### src/rtl/cart_bus_ctrl.sv
// Cartridge bus initiator: turns single-beat core requests into paced
// setup / strobe / hold bus cycles on the cartridge connector.
module cart_bus_ctrl #(
  parameter int unsigned SETUP_CYCLES  = 1,
  parameter int unsigned STROBE_CYCLES = 2,
  parameter int unsigned HOLD_CYCLES   = 1
) (
  input  logic        i_clk,
  input  logic        i_reset,
  input  logic        i_req_valid,
  output logic        o_req_ready,
  input  logic        i_req_write,
  input  logic [15:0] i_req_adr,
  input  logic [7:0]  i_req_data,
  output logic        o_rsp_valid,
  output logic [7:0]  o_rsp_data,
  output logic [15:0] o_cart_adr,
  output logic [7:0]  o_cart_dout,
  output logic        o_cart_doe,
  input  logic [7:0]  i_cart_din,
  output logic        o_cart_nrd,
  output logic        o_cart_nwr,
  output logic        o_cart_ncs
);

  typedef enum logic [1:0] {StIdle, StSetup, StStrobe, StHold} state_e;

  localparam logic [3:0] SetupLoad  = 4'(SETUP_CYCLES - 1);
  localparam logic [3:0] StrobeLoad = 4'(STROBE_CYCLES - 1);
  localparam logic [3:0] HoldLoad   = 4'(HOLD_CYCLES - 1);

  state_e      r_state;
  state_e      w_state_nxt;
  logic [3:0]  r_cnt;
  logic [3:0]  w_cnt_nxt;
  logic        r_ready;
  logic        r_write;
  logic        w_accept;
  logic        w_ram_area;
  logic        r_rsp_valid;
  logic [7:0]  r_rsp_data;
  logic [15:0] r_adr;
  logic [7:0]  r_dout;
  logic        r_doe;
  logic        r_nrd;
  logic        r_nwr;
  logic        r_ncs;

  // r_ready mirrors "state is IDLE"; reset masks it without waiting for an edge.
  assign o_req_ready = r_ready && !i_reset;
  assign w_accept    = i_req_valid && o_req_ready;
  assign w_ram_area  = (i_req_adr >= 16'hA000) && (i_req_adr <= 16'hFDFF);

  always_comb begin
    w_state_nxt = r_state;
    w_cnt_nxt   = r_cnt;
    unique case (r_state)
      StIdle: begin
        if (w_accept) begin
          w_state_nxt = StSetup;
          w_cnt_nxt   = SetupLoad;
        end
      end
      StSetup: begin
        if (r_cnt == 4'd0) begin
          w_state_nxt = StStrobe;
          w_cnt_nxt   = StrobeLoad;
        end else begin
          w_cnt_nxt = r_cnt - 4'd1;
        end
      end
      StStrobe: begin
        if (r_cnt == 4'd0) begin
          w_state_nxt = StHold;
          w_cnt_nxt   = HoldLoad;
        end else begin
          w_cnt_nxt = r_cnt - 4'd1;
        end
      end
      StHold: begin
        if (r_cnt == 4'd0) begin
          w_state_nxt = StIdle;
        end else begin
          w_cnt_nxt = r_cnt - 4'd1;
        end
      end
      default: w_state_nxt = StIdle;
    endcase
  end

  always_ff @(posedge i_clk) begin
    if (i_reset) begin
      r_state     <= StIdle;
      r_cnt       <= 4'd0;
      r_ready     <= 1'b1;
      r_write     <= 1'b0;
      r_rsp_valid <= 1'b0;
      r_rsp_data  <= 8'h00;
      r_adr       <= 16'h0000;
      r_dout      <= 8'h00;
      r_doe       <= 1'b0;
      r_nrd       <= 1'b1;
      r_nwr       <= 1'b1;
      r_ncs       <= 1'b1;
    end else begin
      r_state     <= w_state_nxt;
      r_cnt       <= w_cnt_nxt;
      r_ready     <= (w_state_nxt == StIdle);
      r_rsp_valid <= 1'b0;
      unique case (r_state)
        StIdle: begin
          if (w_accept) begin
            r_write <= i_req_write;
            r_adr   <= i_req_adr;
            r_doe   <= i_req_write;
            r_ncs   <= !w_ram_area;
            if (i_req_write) r_dout <= i_req_data;
          end
        end
        StSetup: begin
          if (w_state_nxt == StStrobe) begin
            r_nrd <= r_write;
            r_nwr <= !r_write;
          end
        end
        StStrobe: begin
          if (w_state_nxt == StHold) begin
            r_nrd <= 1'b1;
            r_nwr <= 1'b1;
            if (!r_write) begin
              r_rsp_data  <= i_cart_din;
              r_rsp_valid <= 1'b1;
            end
          end
        end
        StHold: begin
          // Data and /CS stay put until here so the /WR rising edge sees them stable.
          if (w_state_nxt == StIdle) begin
            r_ncs <= 1'b1;
            r_doe <= 1'b0;
          end
        end
        default: ;
      endcase
    end
  end

  assign o_rsp_valid = r_rsp_valid;
  assign o_rsp_data  = r_rsp_data;
  assign o_cart_adr  = r_adr;
  assign o_cart_dout = r_dout;
  assign o_cart_doe  = r_doe;
  assign o_cart_nrd  = r_nrd;
  assign o_cart_nwr  = r_nwr;
  assign o_cart_ncs  = r_ncs;

endmodule
### config.mk
export PLATFORM = sky130hd
export DESIGN_NAME = cart_bus_ctrl
export DESIGN_NICKNAME = d
export VERILOG_FILES = /design/src/rtl/cart_bus_ctrl.sv
export SDC_FILE = /design/constraint.sdc
export NUM_CORES = 1
export LEC_CHECK = 0
export ABC_AREA = 1
export BUFFER_PORTS_ARGS = -buffer_cell sky130_fd_sc_hd__buf_2
export CAP_MARGIN = 10
export CORE_UTILIZATION = 45
export DETAILED_ROUTE_END_ITERATION = 10
export GPL_TIMING_DRIVEN = 0
export PLACE_DENSITY_LB_ADDON = 0.05
export SYNTH_ARGS = -nofsm -noshare
export SYNTH_HDL_FRONTEND = slang
export SYNTH_SLANG_ARGS = --single-unit
export TNS_END_PERCENT = 20
### constraint.sdc
create_clock -name i_clk -period 4.05 [get_ports i_clk]
set_clock_uncertainty 0.2 [all_clocks]
set_input_delay 0.405 -clock i_clk [delete_from_list [all_inputs] [get_ports i_clk]]
set_output_delay 0.405 -clock i_clk [all_outputs]
set_load 0.05 [all_outputs]
Word level (Yosys, flattened, before mapping) --
Cells that the tools add are included.
Operators by class: add/sub/neg operators 1, multipliers 0, divide/modulo/power cells 0, magnitude comparators 2, eq/ne operators 10, shift-type cells 0, mux-type cells 22, bitwise logic cells 3, reductions and logical operators 18
Operator list (count):
- $ge A16 B16 Y1 const B | 1
- $le A16 B16 Y1 const B | 1
- $mux W4 | 4
- $pmux W4 S4 | 1
- $reduce_and A3 Y1 | 4
- $ne A2 B2 Y1 const B | 5
- $eq A2 B2 Y1 const B | 4
- $mux W1 | 8
- $mux W2 | 4
- $pmux W1 S2 | 4
- $pmux W2 S4 | 1
- $logic_not A2 Y1 | 2
- $logic_not A4 Y1 | 1
- $reduce_and A2 Y1 | 2
- $reduce_bool A2 Y1 | 2
- $sub A4 B1 Y4 const B | 1
- $logic_and A1 B1 Y1 | 3
- $logic_not A1 Y1 | 3
- $not A1 Y1 | 3
- $reduce_or A3 Y1 | 1
- $eq A2 B1 Y1 const B | 1
Word-level totals: register bits after elaboration 45, bits in latches 0, bits in writable memories 0, memory bits (read-only) 0, memories 0

Logic depth before layout (Yosys ltp) --
Gate-level depths: netlist (run 1).
depth after elaboration 8, depth in mapped cells 9, gate-level depth less buffers 9

Worst setup path before layout (run 1) --
OpenSTA, ideal clock, no wires.
path kind input port to flip-flop, start point in i_reset, end point reg r_dout[1], in the netlist o_cart_dout[1], data arrival time 1503 ps, path slack 2232 ps, stages on the path 8, path buffers 2, cells stage by stage buf_6 -> nor2_4 -> nand3_4 -> inv_6 -> nand2_4 -> buf_6 -> o21ai_0 -> nor2_1
On the way: cells in the longest elaborated chain, start to end 4
Ends and longest elaborated chain:
- from (decl) | RTL line 9 | input logic i_reset,
- $logic_not A1 Y1 | RTL line 50 | assign o_req_ready = r_ready && !i_reset;
- $logic_and A1 B1 Y1 | RTL line 50
- via o_req_ready | RTL line 11 | output logic o_req_ready,
- $logic_and A1 B1 Y1 | RTL line 51 | assign w_accept = i_req_valid && o_req_ready;
- $reduce_and A3 Y1 (no source line)
- to (signal assigned) | RTL line 117 | if (i_req_write) r_dout <= i_req_data;
- to (decl) | RTL line 43 | logic [7:0] r_dout;
The timed path passes the listed nets, and every way through them passes these cells. A chain may end at the register's enable or synchronous reset.

Final worst setup path (run 1) --
start point reg r_cnt[0], end point reg r_rsp_data[6], in the netlist o_rsp_data[6]
On the way: cells in the longest elaborated chain, start to end 5
Ends and longest elaborated chain:
- from (decl) | RTL line 34 | logic [3:0] r_cnt;
- from (signal assigned) | RTL line 107 | r_cnt <= w_cnt_nxt;
- $logic_not A4 Y1 (*) | RTL line 65, 73, 81
- $mux W2, on equally long branches | RTL line 81, 65, 73
- $pmux W2 S4 (*) | RTL line 57 | unique case (r_state)
- $eq A2 B2 Y1 (*) | RTL line 127 | if (w_state_nxt == StHold) begin
- $reduce_and A3 Y1 (no source line) (*)
- to (signal assigned) | RTL line 131 | r_rsp_data <= i_cart_din;
- to (decl) | RTL line 41 | logic [7:0] r_rsp_data;
Every way passes the cells marked *; elsewhere a longest branch is shown, timed or not.

==> metrics.cfg, run 1 <==
[hold_path]
hold-path-cell-count = 2
min_path_type = in -> reg

[cts]
clk_pin_slew_worst_paths_ns = 0.08
tritoncts.num_buffers = 5
clock_latency_ns = 0.29
cts_sinks = 45
postCtsSetupRepairBufs = 0
buffer_depth_of_the_longest_clock_path = 2
holdBufCountCts = 0
tritoncts = built
h-tree-depth = 2
library_cell_used_as_clock_root_buffer = clkbuf_8
cts-resized-gates = 0

[timing]
finalSetupViolations = 0
post-route-period-util_pct = 43.4
totalNegativeSetupSlack_ns = 0
period_needed_ns = 1.76
max_freq_ghz = 0.569
maxSlewHeadroom_pct = 73.1
rsz0062_at_grt = no
finalHoldViolCount = 0
worst-slew-pin-transition_ns = 0.404
final-max-slew-violation-count = 0

[finish]
leading_cell_types_in_the_layout_fill_and_taps_excluded = buf_2, nor2_1, dfxtp_1, o21ai_0, inv_1
diodes = 0
synthToLayoutAreaGrowth_pct = 27.2
layout-drive-gt1-share_pct = 32.4
mostFrequentLayoutCell = buf_2
final_area_um2 = 2360
finalNetCount = 352

[synthesis]
synth.lib_cells_used.distinct = 25
syn_inst = 235
share_of_the_yosys_chip_area_belonging_to_registers_pct = 48.6
ys_seq_elements = 45
syn-cell-area_um2 = 1860
mean_instance_size_in_the_synthesized_netlist_um2 = 7.90
yosys_warnings = 0
post_synth_main_area_contributors = dfxtp_1, nor2_1, o21ai_0
synth_fp_nets = 273
yosysTopAreaCellShare_pct = 48.6
synthDominantAreaCellType = dfxtp_1

[global_route]
grt_first_pass_wirelength_um = 6200
globalRouteMet3Util_pct = 5.00
gr-usage-all-layers_pct = 18.7
grt_start_max_net_pins = 14
grt.met2_usage_pct = 28.8
globalRoute.totalOverflow = 0
antenna_found_initial = 0
global_route.usage.met1_pct = 24.2
number_of_global_route_vias_before_repair = 1400
top_usage_layer = met2

[status]
outcome = complete, no violations

[setup_path]
worst-endpoint-required_ns = 4.04
cp.arrival_ns = 1.75
crit_path_end_kind = flop
critical_path_peak_fanout = 10
crit_type = reg -> reg
worst_setup_path_start_kind = flop
ff2ff_path_depth = 8

[die]
start_util_pct = 48.8
die_width_um = 66.2
fp-row-count = 22
area_enclosed_by_the_die_boundary_um2 = 4380
die-height_um = 66.2
io_pins = 74
core_area_um2 = 3800

[place]
portBuffers = 72
placed_instance_area_um2 = 2280
detailedPlacementHpwl_um = 2900
finalWeightedCongestion = 0.818

[route]
routedWlPerCell_um = 10.7
route.final.wire_length_um = 3900
detailroute.via_count = 1701
detail_route.drc_violations = 0
post_drt_via_cell_ratio = 4.69
drt.antenna.violating_nets = 0
first_pass_iters = 4
detail_route.iter0.violations = 85

[power]
total_power_mw = 1.73
powerDensity_nw_per_um2 = 733
p_leak_nw = 1.13
max-vdd-ir-drop_mv = 0.378

[flow_run]
cap_viol_max_count = 0

-- worst paths after layout --
path,end,start,slack (ns)
worst max-delay path,o_rsp_data[6]$_SDFFE_PP0P_,r_cnt[0]$_SDFFE_PP0P_,2.29
worst min-delay path,r_write$_SDFFE_PP0P_,i_reset,0.12
worst max register to register,o_rsp_data[6]$_SDFFE_PP0P_,r_cnt[0]$_SDFFE_PP0P_,2.29
worst min register to register,o_rsp_data[0]$_SDFFE_PP0P_,o_rsp_data[0]$_SDFFE_PP0P_,0.24
-- cell families (layout without fill, tap and decap cells) --
group,count (synthesis),in the layout,share of synthesized area (%)
AOI/OAI and AO/OA,55,55,15.1
xor gates and xnor gates,1,1,0.472
adders and majority gates,2,2,1.35
buffers and inverters,33,113,8.23
DFF,45,45,48.6
and+or+nand+nor,99,99,26.3
-- synth_stat cells, drive strengths merged --
cell     count
a21oi       17
buf          4
clkbuf       4
dfxtp       45
ha           2
inv         25
nand2       20
nand3       13
nand4        1
nor2        65
o2111ai      1
o21ai       36
o22ai        1
xor2         1
-- sequential cells by signal (all words and copies together), names as in the netlist --
| signal | count |
|---|---|
| o_cart_dout | 8 |
| r_cnt | 4 |
| o_cart_nrd | 1 |
| o_cart_nwr | 1 |
| o_cart_doe | 1 |
| o_cart_ncs | 1 |
| o_cart_adr | 16 |
| o_rsp_data | 8 |
| r_write | 1 |
| o_rsp_valid | 1 |
| r_state | 2 |
| r_ready | 1 |
-- layer usage --
| metal | part of all wire, % | up-vias | wire length, um |
|---|---|---|---|
| met5 | 0 | - | 0 |
| met2 | 43 | 49 | 1690 |
| li1 | - | 910 | - |
| met4 | 1.7 | 0 | 67 |
| met3 | 7.4 | 7 | 287 |
| met1 | 47 | 735 | 1850 |
-- layout make-up --
class                           count  area, um^2
Inverter                           25        98.8
Clock buffer                        7        76.3
Timing Repair Buffer               72         360
Fill cell                         390        1440
Buffer                              8        53.8
Multi-Input combinational cell    157         802
Tap cell                           48        60.1
Sequential cell                    45         901
Clock inverter                      1        7.51
-- where the power goes --
| group | switching [mW] | internal, mW | leakage (nW) |
|---|---|---|---|
| clock | 0.147 | 0.122 | 0.0385 |
| sequential | 0.0621 | 0.547 | 0.368 |
| combinational | 0.620 | 0.231 | 0.727 |
-- worst max-delay path, cell delays in order, from the launching register on --
cell,delay (ns)
dfxtp_1,0.31
inv_1,0.11
ha_1,0.23
nand2_2,0.13
inv_2,0.12
nand4_4,0.13
buf_4,0.21
o21ai_0,0.14
a21oi_1,0.06
-- stage by stage --
stage / hold slack [ns] / instances / util [%] / setup slack [ns]
floorplan: 0.253 / 235 / - / 2.23
global placement: 0.230 / 355 / 59.9 / 2.30
detailed placement: 0.231 / 355 / 59.9 / 2.29
CTS: 0.121 / 363 / 62.1 / 2.27
global route: 0.126 / 363 / 62.1 / 2.15
finish: 0.120 / 363 / 62.1 / 2.29
Power figures use the tool's default switching activity.
==> inputs of run 2 (changes only) <==
clock period = 1.7 ns   (was 4.05 ns; I/O delays follow)
==> metrics.cfg, run 2 (same netlist as run 1, synthesis figures left out) <==
[global_route]
grt_start_max_net_pins = 14
globalRoute.totalOverflow = 0
grt_first_pass_wirelength_um = 7200
number_of_global_route_vias_before_repair = 1617
gr-usage-all-layers_pct = 21.7
antenna_found_initial = 0

[timing]
worst-slew-pin-transition_ns = 0.439
post-route-period-util_pct = 93.2
final.hold.worst_slack_ns = 0.0779
maxSlewHeadroom_pct = 70.7
rsz0062_at_grt = no
max_freq_ghz = 0.631
finalSetupViolations = 0
period_needed_ns = 1.58
final-max-slew-violation-count = 0
finalHoldViolCount = 0

[route]
detail_route.iter0.violations = 106
route.final.wire_length_um = 4560
routed-wl-met3_um = 254
routed.top_layer = met4
drt.antenna.violating_nets = 0
routedWlPerCell_um = 11.5
routed-wl-met2_um = 2140
detailroute.via_count = 1863
post_drt_via_cell_ratio = 4.69
first_pass_iters = 4
detail_route.drc_violations = 0
wl_met1_um = 2110

[die]
area_enclosed_by_the_die_boundary_um2 = 4380
fp-row-count = 22
die_width_um = 66.2
core_area_um2 = 3800
io_pins = 74
start_util_pct = 48.8
die-height_um = 66.2

[power]
powerDensity_nw_per_um2 = 1580
power_share_of_the_sequential_group_pct = 34.1
sw_frac_of_total_pct = 47.7
p_leak_nw = 1.28
combinationalPowerShare_pct = 50.9
share_clk_of_total_power_pct = 15.0
max-vdd-ir-drop_mv = 1.07
total_switching_power_mw = 2.04
cell_internal_pwr_mw = 2.25

[setup_path]
worst-endpoint-required_ns = 1.69
cp.arrival_ns = 1.57
crit_type = reg -> reg
ff2ff_path_depth = 8
critical_path_peak_fanout = 10
cpPeakStageDelay_ns = 0.32
timing.critical_path.cells = inv_2, ha_4, nand2_4, inv_4, nand4_4, buf_6, o21ai_0, a21oi_1
timing.critical_path.max_delay_family = buffers and inverters
worst_setup_path_start_kind = flop
crit-reg2reg-launch = r_cnt[0]$_SDFFE_PP0P_
cp_slowest_cell = dfxtp_1
regToRegEndpoint = o_rsp_data[6]$_SDFFE_PP0P_
crit_buf_inv = 3
crit_path_end_kind = flop
worst-r2r-setup-slack_ns = 0.12

[finish]
synthToLayoutAreaGrowth_pct = 46.8
max_reg_flops = 16
mostFrequentLayoutCell = buf_2
final_util_pct = 71.7
leading_cell_types_in_the_layout_fill_and_taps_excluded = buf_2, nor2_1, dfxtp_1, o21ai_0, dlygate4sd3_1
diodes = 0
layout-drive-gt1-share_pct = 30.9
finalNetCount = 386
post_layout_nonfiller_instances = 397

[hold_path]
hold-path-cell-count = 4
hold-path-endpoint = r_write$_SDFFE_PP0P_
hp-start = i_req_write
min_path_type = in -> reg

[cts]
clock_latency_ns = 0.29
tritoncts = built
tritoncts.num_buffers = 5
library_cell_used_as_clock_root_buffer = clkbuf_8
buffer_depth_of_the_longest_clock_path = 2
cts_sinks = 45
clk_pin_slew_worst_paths_ns = 0.09
h-tree-depth = 2

[place]
dp.cells = 355
detailedPlacementHpwl_um = 2900
portBuffers = 72
finalWeightedCongestion = 0.818

[status]
outcome = complete, no violations

[flow_run]
cap_viol_max_count = 0

==> run 2: area by class of cell <==
type | count | area (um^2)
fill | 332 | 1070
sequential | 45 | 903
multi-input combinational | 157 | 820
timing repair buffer | 106 | 698
inverter | 25 | 101
clock buffer | 7 | 76.3
tap | 48 | 60.1
buffer | 8 | 57.6
clock inverter | 1 | 7.51
==> run 2: through the flow <==
stage | instance area [um^2] | worst slack [ns] | power [mW] | setup TNS, ns
floorplan | 1860 | 0.0885 | 3.09 | 0
global placement | 2280 | -0.0503 | 3.50 | -0.0503
detailed placement | 2280 | -0.0632 | 3.52 | -0.0632
CTS | 2710 | 0.0170 | 4.25 | 0
global route | 2720 | 0.0190 | 4.57 | 0
finish | 2720 | 0.116 | 4.29 | 0
==> run 2: power by group through the flow <==
stage / registers [mW] / clock network [mW] / logic (mW)
4_1_cts: 1.45 / 0.654 / 2.15
3_5_place_dp: 1.47 / 0 / 2.04
6_report: 1.46 / 0.644 / 2.18
2_1_floorplan: 2.15 / 0 / 0.943
3_3_place_gp: 1.47 / 0 / 2.03
5_1_grt: 1.50 / 0.704 / 2.37
==> run 2: what timing repair did <==
| action | in CTS | in global routing |
|---|---|---|
| buffers inserted | 0 | 1 |
| pin swaps | 1 | 0 |
| endpoints found under the hold margin | 40 | 0 |
| hold buffers | 33 | 0 |
| setup endpoints to repair | 1 | 13 |
| gates resized for setup | 4 | 5 |
| gates cloned | 0 | 0 |
==> run 2: worst max-delay path by stage <==
stage               cells after the start                          end                  start
floorplan                               8  o_cart_dout[1]$_SDFFE_PP0P_     r_ready$_SDFF_PP1_
global placement                        8   o_rsp_data[6]$_SDFFE_PP0P_  r_cnt[0]$_SDFFE_PP0P_
detailed placement                      8   o_rsp_data[6]$_SDFFE_PP0P_  r_cnt[0]$_SDFFE_PP0P_
CTS                                     8   o_rsp_data[6]$_SDFFE_PP0P_  r_cnt[0]$_SDFFE_PP0P_
global route                            7  o_cart_dout[7]$_SDFFE_PP0P_  r_state[1]$_SDFF_PP0_
finish                                  8   o_rsp_data[6]$_SDFFE_PP0P_  r_cnt[0]$_SDFFE_PP0P_
==> run 2: per-layer routing <==
metal	track usage (%)	vias up
met1	26.8	825
met3	4.83	6
li1	-	983
met5	0	-
met2	36.6	49
met4	7.98	0
==> run 2: worst register-to-register path, cell delays in order (launching register included) <==
cell and delay (ns):
dfxtp_1 0.32, inv_2 0.10, ha_4 0.17, nand2_4 0.08, inv_4 0.09, nand4_4 0.13, buf_6 0.18, o21ai_0 0.14
a21oi_1 0.06
==> inputs of run 3 (changes only) <==
GPL_ROUTABILITY_DRIVEN = 0   (was default)
SETUP_SLACK_MARGIN = 0.5   (was default)
clock period = 1.71 ns   (was 1.7 ns; I/O delays follow)
==> metrics.cfg, run 3 (same netlist as run 1, synthesis figures left out) <==
[finish]
n_fill_cell = 264
mostFrequentLayoutCell = buf_2
synthToLayoutAreaGrowth_pct = 63.0
diodes = 0
finalNetCount = 404
final_area_um2 = 3020
leading_cell_types_in_the_layout_fill_and_taps_excluded = buf_2, nor2_1, dfxtp_1, dlygate4sd3_1, inv_1
final_util_pct = 79.6
post_layout_nonfiller_instances = 414
layout-drive-gt1-share_pct = 42.9
max_reg_flops = 16

[global_route]
number_of_global_route_vias_before_repair = 1906
globalRouteMet3Util_pct = 4.66
grt_first_pass_wirelength_um = 8020
antenna_found_initial = 0
globalRoute.totalOverflow = 0
global_route.usage.met1_pct = 26.7
gr-usage-all-layers_pct = 24.1
grt.met2_usage_pct = 43.8
top_usage_layer = met2
grt_start_max_net_pins = 14

[timing]
final-max-slew-violation-count = 0
max_freq_ghz = 0.675
totalNegativeSetupSlack_ns = 0
post-route-period-util_pct = 86.6
post-route-worst-setup-slack_ns = 0.229
worst-slew-pin-transition_ns = 0.622
rsz0062_at_grt = yes
finalSetupViolations = 0
final.hold.worst_slack_ns = -0.121
period_needed_ns = 1.48
finalHoldViolCount = 8
maxSlewHeadroom_pct = 58.5

[power]
powerDensity_nw_per_um2 = 1590
total_power_mw = 4.81
max-vdd-ir-drop_mv = 1.12
p_leak_nw = 1.42

[cts]
clk_pin_slew_worst_paths_ns = 0.09
cts_sinks = 45
clock_latency_ns = 0.30
holdBufCountCts = 32
tritoncts.num_buffers = 5
tritoncts = built
buffer_depth_of_the_longest_clock_path = 2
h-tree-depth = 2
library_cell_used_as_clock_root_buffer = clkbuf_8

[setup_path]
crit_type = reg -> reg
cpPeakStageDelay_ns = 0.33
cp.arrival_ns = 1.49
worst_setup_path_start_kind = flop
crit_path_end_kind = flop
critPathLaunch = r_cnt[0]$_SDFFE_PP0P_
cp_slowest_cell = dfxtp_2
crit-reg2reg-launch = r_cnt[0]$_SDFFE_PP0P_
timing.critical_path.cells = inv_2, ha_4, nand2_8, inv_6, nand4_4, buf_6, o21ai_2, a21oi_1
critical_path_peak_fanout = 5
worst-endpoint-required_ns = 1.71

[status]
violations = negative hold slack
outcome = complete, but fails checks

[die]
io_pins = 74
fp-row-count = 22
die-height_um = 66.2
die_width_um = 66.2
area_enclosed_by_the_die_boundary_um2 = 4380
core_area_um2 = 3800
start_util_pct = 48.8

[place]
portBuffers = 72
detailedPlacementHpwl_um = 2900
dp_worst_setup_slack_ns = 0.123
placed_instance_area_um2 = 2300
dp.cells = 355

[route]
drt.antenna.violating_nets = 0
detail_route.drc_violations = 0
route.final.wire_length_um = 5220
detailroute.via_count = 2027
post_drt_via_cell_ratio = 4.90
detail_route.iter0.violations = 94
routedWlPerCell_um = 12.6
first_pass_iters = 4

[hold_path]
min_path_type = in -> reg
hp-start = i_reset

[flow_run]
cap_viol_max_count = 0

run 3: cell count changes in the layout (fill, tap and decap cells not counted), moves of 3 or more:
cell      previous run  this run
nor2_1              57        52
o21ai_1              1         4
o21ai_2              0        15
buf_6                3         8
buf_4                2        14
o21ai_0             35        17
a21oi_1             17        14
clkbuf_8             5         8
dfxtp_1             43        40
nor2_2               2         5
run 3: report_power, final:
part / switching, mW / internal, mW / total, mW
sequential: 0.161 / 1.31 / 1.47
clock: 0.369 / 0.320 / 0.689
combinational: 1.72 / 0.921 / 2.64
run 3: cell type report:
class | count | area [um^2] | share of cell area [%]
Multi-Input combinational cell | 158 | 943 | 31.2
Sequential cell | 45 | 912 | 30.2
Timing Repair Buffer | 123 | 845 | 27.9
Inverter | 25 | 104 | 3.43
Clock buffer | 6 | 82.6 | 2.73
Buffer | 8 | 70.1 | 2.32
Tap cell | 48 | 60.1 | 1.99
Clock inverter | 1 | 7.51 | 0.248
run 3: what timing repair did:
action                     CTS  global route
hold endpoints to repair    41             8
resized for setup           31            27
buffers inserted             6             9
cloned                       5             0
pin swaps                    3             7
setup endpoints to repair   83            83
run 3: metal layers:
layer  vias up  routed length, um
met5         -                  0
met4         0                 95
met3         9                311
met2        67               2590
met1       933               2220
li1       1018                  -
run 3: critical path, delay by kind of cell, from the launching register on:
kind	cells	cell delay [ns]
AO/OA/AOI/OAI	2	0.15
adder cells (fa/ha/maj)	1	0.18
buffers and inverters	3	0.34
flip-flops	1	0.33
AND/OR/NAND/NOR	2	0.20
run 3: final timing paths:
| path | cells past startpoint | slack (ns) | end |
|---|---|---|---|
| setup / recovery | 8 | 0.23 | o_rsp_data[6]$_SDFFE_PP0P_ |
| hold / removal | 2 | -0.12 | r_cnt[1]$_SDFFE_PP0P_ |
| setup reg to reg | 8 | 0.23 | o_rsp_data[6]$_SDFFE_PP0P_ |
| hold reg to reg | 2 | 0.24 | o_rsp_data[7]$_SDFFE_PP0P_ |
